File: src/rtl/regfile_mp_sb.sv
// Multi-port integer register file with write-to-read bypass and a per-register
// busy scoreboard that tracks outstanding producers between issue and writeback.
module regfile_mp_sb #(
  parameter int XLEN    = 32,
  parameter int NREGS   = 32,
  parameter int NRD     = 2,
  parameter int NWR     = 1,
  parameter int BYPASS  = 1,
  parameter int DBG_IDX = 4,
  localparam int AW     = $clog2(NREGS)
) (
  input  logic                clk,
  input  logic                rst,
  input  logic [NRD*AW-1:0]   rd_addr,
  output logic [NRD*XLEN-1:0] rd_data,
  output logic [NRD-1:0]      rd_busy,
  input  logic [NWR-1:0]      wr_en,
  input  logic [NWR*AW-1:0]   wr_addr,
  input  logic [NWR*XLEN-1:0] wr_data,
  input  logic                iss_en,
  input  logic [AW-1:0]       iss_addr,
  output logic [AW:0]         busy_cnt,
  output logic [XLEN-1:0]     dbg_data
);

  localparam logic [AW-1:0] DBG_A = AW'(DBG_IDX);

  logic [XLEN-1:0]  regs_reg [NREGS];
  logic [NREGS-1:0] busy_reg;
  logic [NREGS-1:0] busy_next;
  logic [NREGS-1:0] clr_mask;
  logic [NREGS-1:0] iss_mask;
  logic [NREGS-1:0] drop_mask;
  logic [AW:0]      busy_cnt_reg;
  logic [AW:0]      busy_cnt_next;
  logic [AW:0]      dec_cnt;
  logic             inc_bit;

  // Issue is applied after write-clears so a same-cycle new producer keeps the bit set.
  always_comb begin
    clr_mask = '0;
    iss_mask = '0;
    for (int i = 0; i < NWR; i++) begin
      if (wr_en[i]) clr_mask[wr_addr[i*AW +: AW]] = 1'b1;
    end
    if (iss_en) iss_mask[iss_addr] = 1'b1;
    clr_mask[0] = 1'b0;
    iss_mask[0] = 1'b0;
    busy_next   = (busy_reg & ~clr_mask) | iss_mask;
  end

  // Counter moves by the bits that actually rise or fall this edge.
  always_comb begin
    drop_mask = busy_reg & clr_mask & ~iss_mask;
    inc_bit   = |(iss_mask & ~busy_reg);
    dec_cnt   = '0;
    for (int j = 1; j < NREGS; j++) begin
      dec_cnt = dec_cnt + {{AW{1'b0}}, drop_mask[j]};
    end
    busy_cnt_next = busy_cnt_reg + {{AW{1'b0}}, inc_bit} - dec_cnt;
  end

  always_ff @(posedge clk) begin
    if (rst) begin
      for (int r = 0; r < NREGS; r++) regs_reg[r] <= '0;
      busy_reg     <= '0;
      busy_cnt_reg <= '0;
    end else begin
      // Later ports overwrite earlier ones, so the highest index wins a collision.
      for (int i = 0; i < NWR; i++) begin
        if (wr_en[i] && (wr_addr[i*AW +: AW] != '0))
          regs_reg[wr_addr[i*AW +: AW]] <= wr_data[i*XLEN +: XLEN];
      end
      busy_reg     <= busy_next;
      busy_cnt_reg <= busy_cnt_next;
    end
  end

  genvar gi;
  generate
    for (gi = 0; gi < NRD; gi++) begin : g_rd
      logic [AW-1:0]   ra;
      logic            hit;
      logic [XLEN-1:0] byp;

      assign ra = rd_addr[gi*AW +: AW];

      always_comb begin
        hit = 1'b0;
        byp = '0;
        for (int i = 0; i < NWR; i++) begin
          if ((BYPASS != 0) && wr_en[i] && (wr_addr[i*AW +: AW] == ra)) begin
            hit = 1'b1;
            byp = wr_data[i*XLEN +: XLEN];
          end
        end
      end

      assign rd_data[gi*XLEN +: XLEN] = (ra == '0) ? '0 : (hit ? byp : regs_reg[ra]);
      assign rd_busy[gi]              = (ra != '0) && !hit && busy_reg[ra];
    end
  endgenerate

  assign busy_cnt = busy_cnt_reg;
  assign dbg_data = regs_reg[DBG_A];

endmodule

File: config.mk
export PLATFORM = sky130hd
export DESIGN_NAME = regfile_mp_sb
export DESIGN_NICKNAME = d
export VERILOG_FILES = /design/src/rtl/regfile_mp_sb.sv
export SDC_FILE = /design/constraint.sdc
export NUM_CORES = 2
export LEC_CHECK = 0
export BUFFER_PORTS_ARGS = -buffer_cell sky130_fd_sc_hd__buf_2
export CAP_MARGIN = 20
export CELL_PAD_IN_SITES_DETAIL_PLACEMENT = 0
export CELL_PAD_IN_SITES_GLOBAL_PLACEMENT = 1
export CORE_MARGIN = 2
export CORE_UTILIZATION = 30
export CTS_BUF_LIST = sky130_fd_sc_hd__clkbuf_8
export DETAILED_ROUTE_END_ITERATION = 10
export GPL_TIMING_DRIVEN = 1
export PLACE_DENSITY_LB_ADDON = 0.1
export SLEW_MARGIN = 10
export SYNTH_ARGS = -nofsm -noshare
export SYNTH_HDL_FRONTEND = slang
export SYNTH_SLANG_ARGS = --single-unit
File: constraint.sdc
create_clock -name clk -period 19.2 [get_ports clk]
set_input_delay 0.96 -clock clk [delete_from_list [all_inputs] [get_ports clk]]
set_output_delay 0.96 -clock clk [all_outputs]
set_load 0.05 [all_outputs]
==> flow_summary.yaml <==
synthesis:
  synthFlopType: "edfxtp_1"
  yosysWarnings: 0
  synth-async-reset-ratio_pct: 0
  synth_edf_count: 1024
  ys_seq_elements: 1061
  yosysSeqAreaShare_pct: 53.5
  post_synth.cell_area_avg_sq_um: 14.1
  syn_area_sq_mm: 0.0589
  synth_top_area_share_pct: 52.2
  synth.area.top_cells: "edfxtp_1 52%, mux4_2 18%, and2_1 11%, mux2i_1 2.7%, clkbuf_1 2.1%"
  synth.distinct_cells: 69
  netlist_instances: 4173
  yosys.area.top_type: "edfxtp_1"
worst_setup_path:
  worstReg2RegEnd: "busy_cnt[5]"
  crit_path_end_kind: "output pin"
  r2r_slack_ps: 12770
  crit_path_start_kind: "primary input"
  worst-r2r-cell-count: 24
  startpoint: "rd_addr[5]"
  cp.required_ps: 18240
  r2r-start: "busy_reg[17]"
  worstSetupPathType: "primary input to output pin"
  critPathMaxFanout: 47
  critical_path_arrival_ps: 6080
worst_hold_path:
  hold_path_end: "busy_reg[25]"
  hp-class: "flop to flop"
  whs_path_depth: 2
  min-delay-start: "busy_reg[25]"
routing:
  drt_iter0_drc: 3965
  drt_wl_total_mm: 254
  wire_per_inst_microns: 35.8
  ant_nets: 0
  drc: 0
  viasPerCell: 5.46
  vias: 38655
  drt-pass1-iter-count: 6
floorplanning:
  die_y_microns: 447
  coreArea_sq_mm: 0.195
  chipWidth_microns: 447
  rows: 162
  pin_count: 160
  die_area_sq_mm: 0.200
  initial_core_util_pct: 30.2
status:
  status: "finished clean"
finish:
  finalNetCount: 4378
  largest_register_ffs: 1024
  stdcell_count: 7081
  drive_above_1_share_pct: 24.9
  nFillCells: 19092
  area_growth_pct: 12.4
  fin_util_pct: 34.0
clocking:
  htreeDepth: 4
  clock-sinks: 1061
  clk_pin_slew_ps: 60
  root_buffer: "clkbuf_8"
  post_cts_buffers: 0
  clkLatencyLatePin_ps: 980
  cts_buffer_depth: 3
  numCtsBuffers: 206
  cts.repair.resized: 0
  tritoncts: "yes"
  ctsHoldBuffers: 0
global_routing:
  antenna_found_initial: 33
  grt_pass1_vias: 40223
  grt_max_degree: 96
  grt_pass1_wl_mm: 347
  grt.total_usage_pct: 25.4
  grt_overflow: 0
place:
  gp_congestion: 0.808
  dpl.hpwl_mm: 150
  port_buffers: 159
  dp_slack_ps: 11780
  placed_cells: 6683
timing:
  fmax_mhz: 142
  max-slew-margin-rel_pct: 21.0
  setup_ws_ps: 12160
  timing.hold.ws_ps: 516
  hold_viol: 0
  rsz0062_at_grt: "false"
  setup_violations: 0
  final.setup.tns_ps: 0
  slew_viol_final: 0
  fin_worst_skew_ps: 47.8
  post-route-period-util_pct: 36.7
  worst_pin_slew_ps: 1180
  min_period_ps: 7040
power_and_ir_drop:
  peakVddDrop_uv: 58.6
  p_leak_nw: 23.0
  p_per_area_mw_per_mm2: 87.3
run:
  max-cap-violations: 0
[Yosys cell counts, types with 15 or more instances]
| master | count |
|---|---|
| fa_1 | 29 |
| a211oi_1 | 26 |
| nand3_1 | 62 |
| a221oi_1 | 41 |
| edfxtp_1 | 1024 |
| mux4_2 | 475 |
| o22ai_1 | 62 |
| nor3_1 | 17 |
| and3_1 | 15 |
| buf_1 | 21 |
| a21oi_1 | 39 |
| o21ai_0 | 89 |
| nand2_1 | 106 |
| inv_1 | 54 |
| mux2_2 | 16 |
| buf_4 | 39 |
| dfxtp_1 | 37 |
| nand4_1 | 27 |
| a32o_1 | 31 |
| o211ai_1 | 15 |
| clkbuf_1 | 323 |
| nor2_1 | 98 |
| buf_2 | 30 |
| nor2b_1 | 61 |
| or2_2 | 35 |
| ha_1 | 25 |
| a22oi_1 | 62 |
| mux2i_1 | 159 |
| and2_1 | 998 |
| a22o_1 | 20 |
| buf_6 | 23 |
[power by group]
group	total, W	switching (W)	internal [W]
Clock	0.00211	0.00107	0.00103
Sequential	0.00274	0.0000663	0.00267
Combinational	0.000936	0.000613	0.000323
[through the flow]
step	cell area, sq um	power [W]
floorplan	59000	0.00336
global placement	62500	0.00373
detailed placement	62500	0.00373
CTS	66200	0.00585
global route	66200	0.00600
finish	66200	0.00578
[layer usage]
metal,global-route usage [%],up-vias,part of all wire (%)
li1,-,16134,-
met1,33.7,20716,42
met2,42.9,1462,49
met3,3.40,341,5.1
met4,8.09,2,3.2
met5,0,-,0.0051
[layout make-up]
type	count	area [sq um]	area share (%)
Sequential cell	1061	31500	47.5
Timing Repair Buffer	294	1910	2.88
Clock inverter	162	734	1.11
Tap cell	2624	3280	4.96
Multi-Input combinational cell	2649	25600	38.7
Antenna cell	25	62.6	0.0945
Clock buffer	210	2890	4.36
Inverter	56	211	0.319
[cells by family after synthesis]
group,Yosys count,synth area share (%)
simple gates,1473,14.7
flops,1061,53.5
mux,650,21.2
buf+inv,494,3.79
compound gates,427,5.13
fa+ha+maj,54,1.52
xor+xnor,13,0.193
other cells,1,0.00637
[worst max-delay path, stage by stage]
cell	delay (ps)
buf_8	400
buf_4	800
buf_4	700
buf_4	770
mux4_2	590
a221oi_1	420
o21ai_0	420
a32o_1	440
buf_2	240
[layout by cell type, fill, tap and decap left out, types with 32 or more instances in the layout]
cell type / count
a22oi_1: 62
nor2b_1: 54
nand3_1: 62
buf_4: 133
clkbuf_8: 210
dfxtp_1: 37
o21ai_0: 88
conb_1: 32
a221oi_1: 41
and2_1: 998
edfxtp_1: 1024
clkinv_1: 59
mux2i_1: 159
buf_2: 150
nor2_4: 33
a21oi_1: 38
mux4_2: 475
o22ai_1: 62
nand2_1: 106
nor2_1: 63
inv_1: 134
[how the worst max path moves through the flow]
| stage | to | slack (ps) |
|---|---|---|
| floorplan | busy_cnt[5] | 12250 |
| global placement | busy_cnt[5] | 11730 |
| detailed placement | busy_cnt[5] | 11780 |
| CTS | rd_data[48] | 12040 |
| global route | rd_data[48] | 11830 |
| finish | rd_data[48] | 12160 |
No activity file was read; power rests on OpenSTA's default activity.
